`src/rtl/de_pipe_reg_if.sv`:
```
// de_pipe_reg_if: D/E pipeline register bus with M-stage hazard info and stall/flush controls
interface de_pipe_reg_if;
  logic        valid_D, valid_E;
  logic [31:0] PC_reg_D, PC_reg_E;
  logic [31:0] rdata1_D, rdata1_E;
  logic [31:0] rdata2_D, rdata2_E;
  logic [31:0] imme_D, imme_E;
  logic [4:0]  Rs1_D, Rs1_E, Rs2_D, Rs2_E, Rd_D, Rd_E;
  logic        RegWrite_D, RegWrite_E, MemRead_D, MemRead_E;
  logic        reg_ren_D, reg_ren_E, auipc_D, auipc_E, ALU_DB_Src_D, ALU_DB_Src_E;
  logic [7:0]  ctrl_D, ctrl_E;
  logic        RegWrite_M, MemRead_M;
  logic [4:0]  Rd_M;
  logic        flush_E, hold_E, stall_D;
  logic [31:0] bubble_cnt;
  modport master (
    output valid_D, PC_reg_D, rdata1_D, rdata2_D, imme_D, Rs1_D, Rs2_D, Rd_D,
           RegWrite_D, MemRead_D, reg_ren_D, auipc_D, ALU_DB_Src_D, ctrl_D,
           RegWrite_M, MemRead_M, Rd_M, flush_E, hold_E,
    input  valid_E, PC_reg_E, rdata1_E, rdata2_E, imme_E, Rs1_E, Rs2_E, Rd_E,
           RegWrite_E, MemRead_E, reg_ren_E, auipc_E, ALU_DB_Src_E, ctrl_E,
           stall_D, bubble_cnt
  );
  modport slave (
    input  valid_D, PC_reg_D, rdata1_D, rdata2_D, imme_D, Rs1_D, Rs2_D, Rd_D,
           RegWrite_D, MemRead_D, reg_ren_D, auipc_D, ALU_DB_Src_D, ctrl_D,
           RegWrite_M, MemRead_M, Rd_M, flush_E, hold_E,
    output valid_E, PC_reg_E, rdata1_E, rdata2_E, imme_E, Rs1_E, Rs2_E, Rd_E,
           RegWrite_E, MemRead_E, reg_ren_E, auipc_E, ALU_DB_Src_E, ctrl_E,
           stall_D, bubble_cnt
  );
endinterface

```
`src/rtl/de_pipe_reg.sv`:
```
// de_pipe_reg: D->E pipeline register with load-use bubble insertion (enabled by LOAD_USE_STALL_EN)
module de_pipe_reg (
  input logic         clk,
  input logic         rst,
  de_pipe_reg_if.slave p
);
  typedef struct packed {
    logic        valid;
    logic [31:0] pc, rdata1, rdata2, imme;
    logic [4:0]  rs1, rs2, rd;
    logic        reg_write, mem_read, reg_ren, auipc, alu_db_src;
    logic [7:0]  ctrl;
  } e_t;
  e_t          e_q, e_d, ld;
  logic [31:0] cnt_q, cnt_d;
  logic        hazard;
`ifdef LOAD_USE_STALL_EN
  logic use1, use2, load_e, load_m;
  // M forwards only ALU results, so a load still in M is a hazard too
  always_comb begin
    use1   = p.reg_ren_D && p.Rs1_D != 5'd0;
    use2   = p.reg_ren_D && p.ALU_DB_Src_D && p.Rs2_D != 5'd0;
    load_e = e_q.valid && e_q.reg_write && e_q.mem_read;
    load_m = p.RegWrite_M && p.MemRead_M;
    hazard = p.valid_D && (
      (use1 && ((load_e && p.Rs1_D == e_q.rd) || (load_m && p.Rs1_D == p.Rd_M))) ||
      (use2 && ((load_e && p.Rs2_D == e_q.rd) || (load_m && p.Rs2_D == p.Rd_M))));
  end
`else
  logic unused_m;
  assign unused_m = ^{p.RegWrite_M, p.MemRead_M, p.Rd_M};
  assign hazard = 1'b0;
`endif
  always_comb begin
    ld = '{valid: p.valid_D, pc: p.PC_reg_D, rdata1: p.rdata1_D, rdata2: p.rdata2_D,
           imme: p.imme_D, rs1: p.Rs1_D, rs2: p.Rs2_D, rd: p.Rd_D,
           reg_write: p.RegWrite_D && p.valid_D, mem_read: p.MemRead_D && p.valid_D,
           reg_ren: p.reg_ren_D, auipc: p.auipc_D, alu_db_src: p.ALU_DB_Src_D,
           ctrl: p.ctrl_D};
    e_d   = p.hold_E ? e_q : (p.flush_E || hazard) ? '0 : ld;
    cnt_d = (!p.hold_E && !p.flush_E && hazard && cnt_q != '1) ? cnt_q + 32'd1 : cnt_q;
  end
  always_ff @(posedge clk or posedge rst)
    if (rst) begin
      e_q   <= '0;
      cnt_q <= '0;
    end else begin
      e_q   <= e_d;
      cnt_q <= cnt_d;
    end
  assign p.stall_D      = p.hold_E || (hazard && !p.flush_E);
  assign p.bubble_cnt   = cnt_q;
  assign p.valid_E      = e_q.valid;
  assign p.PC_reg_E     = e_q.pc;
  assign p.rdata1_E     = e_q.rdata1;
  assign p.rdata2_E     = e_q.rdata2;
  assign p.imme_E       = e_q.imme;
  assign p.Rs1_E        = e_q.rs1;
  assign p.Rs2_E        = e_q.rs2;
  assign p.Rd_E         = e_q.rd;
  assign p.RegWrite_E   = e_q.reg_write;
  assign p.MemRead_E    = e_q.mem_read;
  assign p.reg_ren_E    = e_q.reg_ren;
  assign p.auipc_E      = e_q.auipc;
  assign p.ALU_DB_Src_E = e_q.alu_db_src;
  assign p.ctrl_E       = e_q.ctrl;
endmodule

```
`src/flat_wrapper.sv`:
```
// flat-port wrapper written by rule: the top's interface ports become plain ports
module de_pipe_reg_flat 
  (clk, rst, p_valid_D, p_PC_reg_D, p_rdata1_D, p_rdata2_D, p_imme_D, p_Rs1_D, p_Rs2_D, p_Rd_D, p_RegWrite_D, p_MemRead_D, p_reg_ren_D, p_auipc_D, p_ALU_DB_Src_D, p_ctrl_D, p_RegWrite_M, p_MemRead_M, p_Rd_M, p_flush_E, p_hold_E, p_valid_E, p_PC_reg_E, p_rdata1_E, p_rdata2_E, p_imme_E, p_Rs1_E, p_Rs2_E, p_Rd_E, p_RegWrite_E, p_MemRead_E, p_reg_ren_E, p_auipc_E, p_ALU_DB_Src_E, p_ctrl_E, p_stall_D, p_bubble_cnt);
  de_pipe_reg_if p_i ();
  input logic clk;
  input logic rst;
  input wire logic [$bits(p_i.valid_D)-1:0] p_valid_D;
  input wire logic [$bits(p_i.PC_reg_D)-1:0] p_PC_reg_D;
  input wire logic [$bits(p_i.rdata1_D)-1:0] p_rdata1_D;
  input wire logic [$bits(p_i.rdata2_D)-1:0] p_rdata2_D;
  input wire logic [$bits(p_i.imme_D)-1:0] p_imme_D;
  input wire logic [$bits(p_i.Rs1_D)-1:0] p_Rs1_D;
  input wire logic [$bits(p_i.Rs2_D)-1:0] p_Rs2_D;
  input wire logic [$bits(p_i.Rd_D)-1:0] p_Rd_D;
  input wire logic [$bits(p_i.RegWrite_D)-1:0] p_RegWrite_D;
  input wire logic [$bits(p_i.MemRead_D)-1:0] p_MemRead_D;
  input wire logic [$bits(p_i.reg_ren_D)-1:0] p_reg_ren_D;
  input wire logic [$bits(p_i.auipc_D)-1:0] p_auipc_D;
  input wire logic [$bits(p_i.ALU_DB_Src_D)-1:0] p_ALU_DB_Src_D;
  input wire logic [$bits(p_i.ctrl_D)-1:0] p_ctrl_D;
  input wire logic [$bits(p_i.RegWrite_M)-1:0] p_RegWrite_M;
  input wire logic [$bits(p_i.MemRead_M)-1:0] p_MemRead_M;
  input wire logic [$bits(p_i.Rd_M)-1:0] p_Rd_M;
  input wire logic [$bits(p_i.flush_E)-1:0] p_flush_E;
  input wire logic [$bits(p_i.hold_E)-1:0] p_hold_E;
  output wire logic [$bits(p_i.valid_E)-1:0] p_valid_E;
  output wire logic [$bits(p_i.PC_reg_E)-1:0] p_PC_reg_E;
  output wire logic [$bits(p_i.rdata1_E)-1:0] p_rdata1_E;
  output wire logic [$bits(p_i.rdata2_E)-1:0] p_rdata2_E;
  output wire logic [$bits(p_i.imme_E)-1:0] p_imme_E;
  output wire logic [$bits(p_i.Rs1_E)-1:0] p_Rs1_E;
  output wire logic [$bits(p_i.Rs2_E)-1:0] p_Rs2_E;
  output wire logic [$bits(p_i.Rd_E)-1:0] p_Rd_E;
  output wire logic [$bits(p_i.RegWrite_E)-1:0] p_RegWrite_E;
  output wire logic [$bits(p_i.MemRead_E)-1:0] p_MemRead_E;
  output wire logic [$bits(p_i.reg_ren_E)-1:0] p_reg_ren_E;
  output wire logic [$bits(p_i.auipc_E)-1:0] p_auipc_E;
  output wire logic [$bits(p_i.ALU_DB_Src_E)-1:0] p_ALU_DB_Src_E;
  output wire logic [$bits(p_i.ctrl_E)-1:0] p_ctrl_E;
  output wire logic [$bits(p_i.stall_D)-1:0] p_stall_D;
  output wire logic [$bits(p_i.bubble_cnt)-1:0] p_bubble_cnt;
  assign p_i.valid_D = p_valid_D;
  assign p_i.PC_reg_D = p_PC_reg_D;
  assign p_i.rdata1_D = p_rdata1_D;
  assign p_i.rdata2_D = p_rdata2_D;
  assign p_i.imme_D = p_imme_D;
  assign p_i.Rs1_D = p_Rs1_D;
  assign p_i.Rs2_D = p_Rs2_D;
  assign p_i.Rd_D = p_Rd_D;
  assign p_i.RegWrite_D = p_RegWrite_D;
  assign p_i.MemRead_D = p_MemRead_D;
  assign p_i.reg_ren_D = p_reg_ren_D;
  assign p_i.auipc_D = p_auipc_D;
  assign p_i.ALU_DB_Src_D = p_ALU_DB_Src_D;
  assign p_i.ctrl_D = p_ctrl_D;
  assign p_i.RegWrite_M = p_RegWrite_M;
  assign p_i.MemRead_M = p_MemRead_M;
  assign p_i.Rd_M = p_Rd_M;
  assign p_i.flush_E = p_flush_E;
  assign p_i.hold_E = p_hold_E;
  assign p_valid_E = p_i.valid_E;
  assign p_PC_reg_E = p_i.PC_reg_E;
  assign p_rdata1_E = p_i.rdata1_E;
  assign p_rdata2_E = p_i.rdata2_E;
  assign p_imme_E = p_i.imme_E;
  assign p_Rs1_E = p_i.Rs1_E;
  assign p_Rs2_E = p_i.Rs2_E;
  assign p_Rd_E = p_i.Rd_E;
  assign p_RegWrite_E = p_i.RegWrite_E;
  assign p_MemRead_E = p_i.MemRead_E;
  assign p_reg_ren_E = p_i.reg_ren_E;
  assign p_auipc_E = p_i.auipc_E;
  assign p_ALU_DB_Src_E = p_i.ALU_DB_Src_E;
  assign p_ctrl_E = p_i.ctrl_E;
  assign p_stall_D = p_i.stall_D;
  assign p_bubble_cnt = p_i.bubble_cnt;
  de_pipe_reg u_core (.clk(clk), .rst(rst), .p(p_i));
endmodule
```
`config.mk`:
```
export PLATFORM = sky130hd
export DESIGN_NAME = de_pipe_reg_flat
export DESIGN_NICKNAME = d
export VERILOG_FILES = /design/src/rtl/de_pipe_reg_if.sv /design/src/rtl/de_pipe_reg.sv /design/src/flat_wrapper.sv
export SDC_FILE = /design/constraint.sdc
export NUM_CORES = 1
export LEC_CHECK = 0
export BUFFER_PORTS_ARGS = -buffer_cell sky130_fd_sc_hd__buf_2
export CORE_AREA = 5 5 134 136
export CTS_BUF_LIST = sky130_fd_sc_hd__clkbuf_2
export DETAILED_ROUTE_END_ITERATION = 8
export DIE_AREA = 0 0 139 141
export GPL_TIMING_DRIVEN = 0
export HOLD_SLACK_MARGIN = 0.05
export PLACE_DENSITY = 0.8
export RECOVER_POWER = 50
export SETUP_SLACK_MARGIN = 0.2
export SYNTH_ARGS = -nofsm -noshare
export SYNTH_HDL_FRONTEND = slang
export SYNTH_SLANG_ARGS = --single-unit
```
`constraint.sdc`:
```
create_clock -name clk -period 4.5 [get_ports clk]
set_clock_uncertainty 0.1 [all_clocks]
set_input_delay 0.45 -clock clk [delete_from_list [all_inputs] [get_ports clk]]
set_output_delay 0.45 -clock clk [all_outputs]
set_load 0.1 [all_outputs]
```
==> results.json <==
{
  "layout_commonest_cell": "buf_2",
  "number_of_distinct_standard_cells_referenced_by_the_synthesized_netlist": 12,
  "grt.overflow.total": 0,
  "critical_path_depth": 1,
  "wl_per_cell_um": 18.5,
  "pwr_density_cell_nw_per_um2": 406,
  "synth_seq_area_share": 0.675,
  "setup_viol": 0,
  "syn_area_per_cell_um2": 14.8,
  "least_setup_slack_across_all_paths_after_layout_ps": 2330,
  "detailedPlacementHpwl_um": 13200,
  "critical_path.cell_chain": "buf_2",
  "reg2reg_depth": 3,
  "layout_common_cells": "buf_2, dlygate4sd3_1, dfrtp_1, a22o_1, buf_4",
  "wire_length_of_the_first_global_routing_pass_um": 33600,
  "postRouteWirelength_um": 21500,
  "critPathKind": "flop to output pin",
  "port-buffer-count": 317,
  "p_leak_uw": 0.00535,
  "syn_inst": 392,
  "grt_max_degree": 46,
  "post_cts_clock_slew_at_the_launch_and_capture_registers_of_the_worst_setup_and_hold_paths_ps": 280,
  "synth_xor_xnor_area_share": 0,
  "min_period_over_period": 0.482,
  "design.core.area_um2": 16800,
  "fin_hold_ws_ps": 220,
  "drv_slew": 0,
  "critical_path_peak_fanout": 2,
  "detail_route.vias_per_cell": 4.80,
  "areaGrowthSynthToFinish_pct": 67.9,
  "rows": 48,
  "ir_worst_vdd_v": 0.000284,
  "floorplan.die.width_um": 139,
  "length_of_the_first_detailed_routing_pass_in_iterations": 4,
  "power.switching_fraction": 0.448,
  "drive_gt1_frac": 0.442,
  "layout.nets": 1092,
  "grtUsageTotal": 0.217,
  "detail_route.drc_violations": 0,
  "initial_util": 0.346,
  "yosysWarningCount": 0,
  "cp_data_required_time_ps": 3950,
  "detailed_place.area_um2": 7870,
  "seq_pwr_share": 0.401,
  "synthesis.area_um2": 5820,
  "ctsResizeCount": 0,
  "cts_max_level": 4,
  "vias": 5578,
  "cts-buffers-inserted": 17,
  "yosys-mux-area-fraction": 0,
  "cts.path.max_buffers": 2,
  "clock_insertion_delay_worst_skew_ps": 700,
  "synth-seq-cells": 157,
  "max_clock_freq_mhz": 461,
  "power.share.clock": 0.221,
  "ant_nets": 0,
  "grt_antenna_before_repair": 1,
  "cpPeakStageDelay_ps": 470,
  "critical_path.n_buffers_inverters": 1,
  "relative_contribution_of_combinational_cells_to_total_power": 0.378,
  "worst_path_max_delay_cell": "dfrtp_1",
  "die-area_um2": 19600,
  "cap_violations": 1,
  "cts_sinks": 157,
  "layout.cell_area.non_filler_um2": 9770,
  "chipHeight_um": 141,
  "synth-adder-area-share": 0,
  "num_io_pins": 358,
  "yosys.area_share.simple": 0.0103,
  "tritoncts_clock_tree": "done",
  "finalHoldViolations": 0,
  "total_switching_power_uw": 1770,
  "crit_arrival_ps": 1620,
  "cellInternalPower_uw": 2190,
  "worstSetupStartpointType": "flop",
  "outcome": "complete, but fails checks",
  "dominant_combinational_cell_family_by_area_after_synthesis": "compound AO/OA/AOI/OAI gates",
  "tightest_slew_ps": 1450,
  "dpl_worst_slack_ps": 2820,
  "worstHoldPathCells": 4,
  "timing.critical_path.max_delay_family": "flip-flops",
  "drt_first_iter_violations": 187,
  "finalWeightedCongestion": 0.816,
  "vias_in_the_first_global_route": 6127,
  "timing.critical_path.to_type": "output pin",
  "root_buffer": "clkbuf_2",
  "failed_checks": "max-capacitance violations",
  "final.setup.tns_ps": 0,
  "holdCritPathClass": "input pin to flop",
  "synth-compound-area-share": 0.234,
  "grt_setup_unrepaired": "false",
  "finalCriticalPeriod_ps": 2170,
  "maxSlewHeadroom": 0.0252
}
==> synthesized netlist by cell type <==
library cell | instances | area [um2]
o21ai_0 | 4 | 20.0
clkbuf_1 | 7 | 26.3
a22o_1 | 153 | 1340
nor2_8 | 1 | 20.0
inv_1 | 1 | 3.75
conb_1 | 1 | 3.75
buf_6 | 8 | 90.1
nand2_1 | 4 | 15.0
buf_4 | 34 | 255
nand2b_1 | 4 | 25.0
buf_2 | 18 | 90.1
dfrtp_1 | 157 | 3930
==> final cells by class <==
class	count	area, um2
inverter	1	5.00
antenna	1	2.50
tap	225	282
timing repair buffer	482	3270
sequential	157	3930
multi-input combinational	198	1540
buffer	67	462
fill	1253	7050
clock inverter	15	198
clock buffer	17	85.1
==> per-layer routing <==
layer / up-vias / global-route usage / wire [um]
met2: 332 / 0.365 / 10800
met1: 2723 / 0.257 / 8210
met5: - / 0 / 0
met3: 41 / 0.0777 / 1890
li1: 2482 / - / -
met4: 0 / 0.0839 / 567
==> flip-flops by register name, summed over array words and instances (netlist names) <==
register,cells
u_core.p.Rs1_E,5
u_core.p.rdata2_E,32
u_core.p.auipc_E,1
u_core.p.ALU_DB_Src_E,1
u_core.p.MemRead_E,1
u_core.p.valid_E,1
u_core.p.reg_ren_E,1
u_core.p.RegWrite_E,1
u_core.p.ctrl_E,8
u_core.p.PC_reg_E,32
u_core.p.imme_E,32
u_core.p.Rd_E,5
u_core.p.rdata1_E,32
u_core.p.Rs2_E,5
==> timing repair <==
item / 4_1_cts / 5_1_grt
buffers inserted: 0 / 0
hold buffers: 162 / 0
hold endpoints to repair: 187 / 0
==> metrics by stage <==
step                      power [uW]  cells   util
after floorplan                 2710    423      -
after global routing            4120   1163  0.581
after detailed placement        2980    968  0.468
after CTS                       3980   1162  0.581
final                           3960   1163  0.581
after global placement          2960    965  0.464
==> worst paths after layout <==
kind	from	end	slack [ps]
setup / recovery	u_core.p.PC_reg_E[12]	p_PC_reg_E[12]	2330
hold / removal	p_flush_E	u_core.p.rdata2_E[26]	220
setup reg to reg	u_core.p.RegWrite_E	u_core.p.RegWrite_E	3170
hold reg to reg	u_core.p.PC_reg_E[11]	u_core.p.PC_reg_E[11]	430
max in group asynchronous	rst	u_core.p.rdata2_E[7]	2690
min in group asynchronous	rst	u_core.p.Rs1_E[2]	530
==> power groups by stage <==
stage / registers (uW) / clock network [uW] / logic [uW]
4_1_cts: 1580 / 919 / 1480
2_1_floorplan: 2400 / 0 / 308
5_1_grt: 1600 / 974 / 1540
3_3_place_gp: 1600 / 0 / 1360
6_report: 1590 / 877 / 1500
3_5_place_dp: 1600 / 0 / 1370
==> kinds of logic after synthesis <==
group	after synthesis
buffers and inverters	68
other	1
AO/OA/AOI/OAI	157
AND/OR/NAND/NOR	9
flip-flops	157
(Power assumes the default switching activity.)
